<file path="src/rtl/square_pkg.sv">
// Shared constants and types for the shift-add squarer.
// Default operand width, FSM state encoding and iteration-counter width.
package square_pkg;

   localparam int SQ_W_IN   = 12;
   localparam int SQ_CNT_W  = $clog2(SQ_W_IN);

   typedef enum logic {
      IDLE = 1'b0,
      CALC = 1'b1
   } sq_state_t;

endpackage

</file>
<file path="src/rtl/square_unit_if.sv">
// Start/busy/done request bus of the squarer; master issues operands, slave returns squares.
// No backpressure: the master must watch busy, starts issued while busy are dropped.
interface square_unit_if
   import square_pkg::*;
#(
   parameter int W_IN = SQ_W_IN
) ();

   logic              start;
   logic [W_IN-1:0]   A;
   logic [2*W_IN-1:0] Q;
   logic              busy;
   logic              done;

   modport master (
      output start,
      output A,
      input  Q,
      input  busy,
      input  done
   );

   modport slave (
      input  start,
      input  A,
      output Q,
      output busy,
      output done
   );

endinterface

</file>
<file path="src/rtl/square_unit.sv">
// Sequential shift-add squarer Q = A*A, one partial product per clock; W_IN+1 edges start-to-done
// (data-dependent when SQUARE_UNIT_EARLY_EXIT_EN is defined). Starts are ignored while busy.
module square_unit
   import square_pkg::*;
#(
   parameter int W_IN = SQ_W_IN
) (
   input  logic          clk,
   input  logic          rst_,
   square_unit_if.slave  bus
);

   localparam int RW = 2 * W_IN;
   localparam int CW = (W_IN == SQ_W_IN) ? SQ_CNT_W : ((W_IN > 1) ? $clog2(W_IN) : 1);

   sq_state_t       state;
   logic [W_IN-1:0] mcand;
   logic [W_IN-1:0] mult;
   logic [RW-1:0]   acc;
   logic [RW-1:0]   acc_nxt;
   logic [RW-1:0]   pp;
   logic [CW-1:0]   cnt;
   logic            last;

   // One partial product per iteration; the sum of this edge feeds Q directly on the last one.
   always_comb begin
      pp = '0;
      if (mult[0]) begin
         pp = RW'(mcand) << cnt;
      end
      acc_nxt = acc + pp;
`ifdef SQUARE_UNIT_EARLY_EXIT_EN
      last = (cnt == CW'(W_IN - 1)) || ((mult >> 1) == '0);
`else
      last = (cnt == CW'(W_IN - 1));
`endif
   end

   always_ff @(posedge clk or posedge rst_) begin
      if (rst_) begin
         state    <= IDLE;
         mcand    <= '0;
         mult     <= '0;
         acc      <= '0;
         cnt      <= '0;
         bus.Q    <= '0;
         bus.busy <= 1'b0;
         bus.done <= 1'b0;
      end else begin
         bus.done <= 1'b0;
         case (state)
            IDLE: begin
               if (bus.start) begin
                  mcand    <= bus.A;
                  mult     <= bus.A;
                  acc      <= '0;
                  cnt      <= '0;
                  bus.busy <= 1'b1;
                  state    <= CALC;
               end
            end
            CALC: begin
               acc  <= acc_nxt;
               mult <= mult >> 1;
               cnt  <= cnt + 1'b1;
               if (last) begin
                  bus.Q    <= acc_nxt;
                  bus.done <= 1'b1;
                  bus.busy <= 1'b0;
                  state    <= IDLE;
               end
            end
            default: state <= IDLE;
         endcase
      end
   end

endmodule

</file>
<file path="src/flat_wrapper.sv">
// flat-port wrapper written by rule: the top's interface ports become plain ports
module square_unit_flat import square_pkg::*;
#(
   parameter int W_IN = SQ_W_IN
)
  (clk, rst_, bus_start, bus_A, bus_Q, bus_busy, bus_done);
  square_unit_if #(.W_IN(W_IN)) bus_i ();
  input  logic clk;
  input  logic rst_;
  input wire logic [$bits(bus_i.start)-1:0] bus_start;
  input wire logic [$bits(bus_i.A)-1:0] bus_A;
  output wire logic [$bits(bus_i.Q)-1:0] bus_Q;
  output wire logic [$bits(bus_i.busy)-1:0] bus_busy;
  output wire logic [$bits(bus_i.done)-1:0] bus_done;
  assign bus_i.start = bus_start;
  assign bus_i.A = bus_A;
  assign bus_Q = bus_i.Q;
  assign bus_busy = bus_i.busy;
  assign bus_done = bus_i.done;
  square_unit #(.W_IN(W_IN)) u_core (.clk(clk), .rst_(rst_), .bus(bus_i));
endmodule
</file>
<file path="config.mk">
export PLATFORM = sky130hd
export DESIGN_NAME = square_unit_flat
export DESIGN_NICKNAME = d
export VERILOG_FILES = /design/src/rtl/square_pkg.sv /design/src/rtl/square_unit_if.sv /design/src/rtl/square_unit.sv /design/src/flat_wrapper.sv
export SDC_FILE = /design/constraint.sdc
export NUM_CORES = 1
export LEC_CHECK = 0
export BUFFER_PORTS_ARGS = -buffer_cell sky130_fd_sc_hd__buf_2
export CAP_MARGIN = 15
export CORE_MARGIN = 4
export CORE_UTILIZATION = 50
export CTS_CLUSTER_DIAMETER = 120
export DETAILED_ROUTE_END_ITERATION = 10
export GPL_ROUTABILITY_DRIVEN = 1
export HOLD_SLACK_MARGIN = 0.05
export PLACE_DENSITY = 0.7
export RECOVER_POWER = 50
export SLEW_MARGIN = 10
export SYNTH_ARGS = -nofsm -noshare
export SYNTH_HDL_FRONTEND = slang
export SYNTH_SLANG_ARGS = --single-unit
export TNS_END_PERCENT = 1
</file>
<file path="constraint.sdc">
create_clock -name clk -period 3.8 [get_ports clk]
set_clock_uncertainty 0.1 [all_clocks]
set_input_delay 0.19 -clock clk [delete_from_list [all_inputs] [get_ports clk]]
set_output_delay 0.19 -clock clk [all_outputs]
set_load 0.02 [all_outputs]
</file>
==> results.cfg <==
[global_routing]
grt_antenna_before_repair = 0
grt_max_degree = 56
grt_pass1_wl_microns = 22200
track_usage_pct = 24.1
grt_overflow = 0
grt_pass1_vias = 4434

[yosys]
yosysTopAreaCellShare_pct = 38.8
synth_ff_type = dfrtp_1
ys_types = 53
synth_cells = 569
async_reset_ff_share_pct = 100
synth-seq-cells = 79
ys_top_cells_by_area = dfrtp_1, nand2_1, ha_1
synth_area_sq_mm = 0.00509
yosysSeqAreaShare_pct = 38.8
syn_nets = 609
syn_avg_cell_area_sq_um = 8.95
synth-edff-count = 0
synth.largest_area_cell = dfrtp_1
ys.warnings.count = 0

[detailed_routing]
dr.pass1.iters = 5
wl_per_cell_microns = 17.2
routed_wl_microns = 13000
vias = 4535
via_per_inst = 5.98
first_iter_violations = 414
ant_nets = 0
drc_errors = 0

[clocking]
cts_tree = done
clock_sinks = 79
clk_pin_slew_ns = 0.09
cts_max_path_buffers = 2
clk_latency_ns = 0.36
cts_buffers = 9
htreeDepth = 3
root_buffer = clkbuf_8

[die]
core_sq_mm = 0.00986
dieArea_sq_mm = 0.0119
start_util_pct = 51.6
die_h_microns = 109
rows = 36
dieWidth_microns = 109
io_pins = 41

[job]
max_cap_violations = 1

[worst_setup_path]
cp.buffers_inverters = 2
endpoint = u_core.bus.Q[23]
worst-r2r-setup-slack_ns = 0.13
rr_endpoint = u_core.bus.Q[23]
critPathMaxFanout = 7
critical_path_class = flip-flop to flip-flop
rr_startpoint = u_core.cnt[0]
critPathSlowestCell = mux4_2
arrival_ns = 3.87
end_kind = flip-flop
path_cells = buf_4 > mux4_2 > mux2i_1 > nor2_1 > o21a_1 > ha_1 > buf_4 > nand2_1 > o21a_1 > o21ai_0 > a211o_1 > or4_1 > nand3_1
ff2ff_path_depth = 13
start_kind = flip-flop
critPathLaunch = u_core.cnt[0]
crit_family = multiplexers
critical-path-max-stage-delay_ns = 0.53
required_ns = 4.00
cp_num_cells = 13

[timing]
hold_ws_ns = 0.198
slew_headroom_pct = -62.4
worst_pin_slew_ns = 2.42
fmax_mhz = 272
fin_ws_ns = 0.130
final_max_slew_viol_count = 56
hold_viol_final = 0
post-route-min-period_ns = 3.67
setup_viol = 0
finalCritPeriodShare_pct = 96.6

[pwr]
p_leak_uw = 0.00266
cellPowerDensity_mw_per_mm2 = 832
ir_worst_vdd_mv = 0.384
total_power_uw = 4840

[hold_path]
hold_path.class = primary input to flip-flop

[cells_and_area]
drive_above_1_share_pct = 14.6
fin_nets = 661
diodes = 0
area_delta_synth_final_pct = 14.2
final_core_util_pct = 59.0

[outcome]
violations = max-capacitance violations, max-slew violations
status = finished, violations left

[placement]
io_buffers = 40
gp_congestion = 0.913
dp_hpwl_microns = 9680
post-place-ws_ns = -0.0585
flip-flops by register name, indices dropped and copies added, names as in the netlist:
signal / count
u_core.bus.Q: 24
u_core.mcand: 12
u_core.bus.busy: 1
u_core.bus.done: 1
u_core.state: 1
u_core.cnt: 4
u_core.acc: 24
u_core.mult: 12
worst min path at each step:
stage          startpoint                to  cells after the start
2_1_floorplan   bus_A[10]  u_core.mcand[10]                      1
4_1_cts         bus_start     u_core.acc[1]                      2
5_1_grt         bus_start     u_core.acc[1]                      2
3_5_place_dp         rst_   u_core.bus.Q[3]                      2
3_3_place_gp         rst_     u_core.acc[3]                      2
6_report        bus_start     u_core.acc[1]                      2
through the flow:
| step | cells | TNS (ns) | instance area (sq um) |
|---|---|---|---|
| after floorplan | 569 | 0 | 5090 |
| final | 758 | 0 | 5820 |
| after detailed placement | 730 | -0.0585 | 5510 |
| after global placement | 730 | 0 | 5510 |
| after global routing | 758 | -0.00451 | 5820 |
| after CTS | 758 | 0 | 5820 |
final cells by class:
type / instances / area [sq um]
fillers: 877 / 4050
multi-input cells: 440 / 2960
flip-flops and latches: 79 / 1980
repair buffers: 79 / 489
well taps: 133 / 166
clock buffers: 11 / 151
inverters: 12 / 46.3
clock inverters: 4 / 30.0
metal layers:
layer / routed length [microns] / up-vias / part of all wire (%) / global-route usage, %
li1: - / 2163 / - / -
met1: 6140 / 2211 / 47 / 34.8
met2: 5880 / 141 / 45 / 36.3
met3: 781 / 20 / 6.0 / 4.80
met4: 227 / 0 / 1.7 / 7.84
met5: 0 / - / 0 / 0
synth_stat cells, types with 4 or more instances:
master,instances
nor2_1,30
nand3_1,14
a31oi_1,6
xnor2_1,10
xor2_1,6
o21ai_0,57
dfrtp_1,79
ha_1,24
or4_1,4
clkbuf_1,27
nand2b_1,6
a211oi_1,5
mux4_2,8
buf_1,6
o21a_1,6
o211ai_1,6
a21oi_1,27
a211o_1,6
o22ai_1,4
nor3_1,6
nand3b_1,5
buf_2,4
mux2i_1,18
or3_1,5
and2_1,9
a21o_1,15
mux2_2,15
nor2b_1,6
inv_1,12
nand2_1,97
nand4_1,7
kinds of logic (layout without fill, tap and decap cells):
| kind of cell | after synthesis | count (layout) | share of synthesized area [%] |
|---|---|---|---|
| fa+ha+maj | 25 | 25 | 6.29 |
| flops | 79 | 79 | 38.8 |
| xor+xnor | 16 | 16 | 2.75 |
| compound gates | 158 | 158 | 19.6 |
| buf+inv | 50 | 106 | 3.86 |
| mux | 41 | 41 | 10.4 |
| simple gates | 200 | 200 | 18.3 |
timing repair:
item,4_1_cts,5_1_grt
hold buffers,13,0
endpoints found under the setup margin,1,18
hold endpoints to repair,76,0
buffers inserted,0,0
resized for setup,1,12
report_power, final:
| part | leakage [uW] | total, uW | internal [uW] | switching [uW] |
|---|---|---|---|---|
| sequential | 0.000987 | 1550 | 1230 | 324 |
| clock | 0.0000918 | 588 | 272 | 316 |
| combinational | 0.00158 | 2710 | 1120 | 1590 |
cells in the final DEF (no fill, tap or decap), types with 7 or more instances in the layout:
cell,Yosys,routed
clkbuf_1,27,28
mux2_2,15,15
mux4_2,8,8
buf_2,4,14
inv_1,12,11
a21oi_1,27,26
clkbuf_8,0,11
nor2_1,30,30
a21o_1,15,15
nand2_1,97,97
xnor2_1,10,10
mux2i_1,18,17
dfrtp_1,79,77
dlygate4sd3_1,0,13
nand3_1,14,14
and2_1,9,9
ha_1,24,23
buf_4,1,23
o21ai_0,57,55
nand4_1,7,7
(Power assumes the default switching activity.)
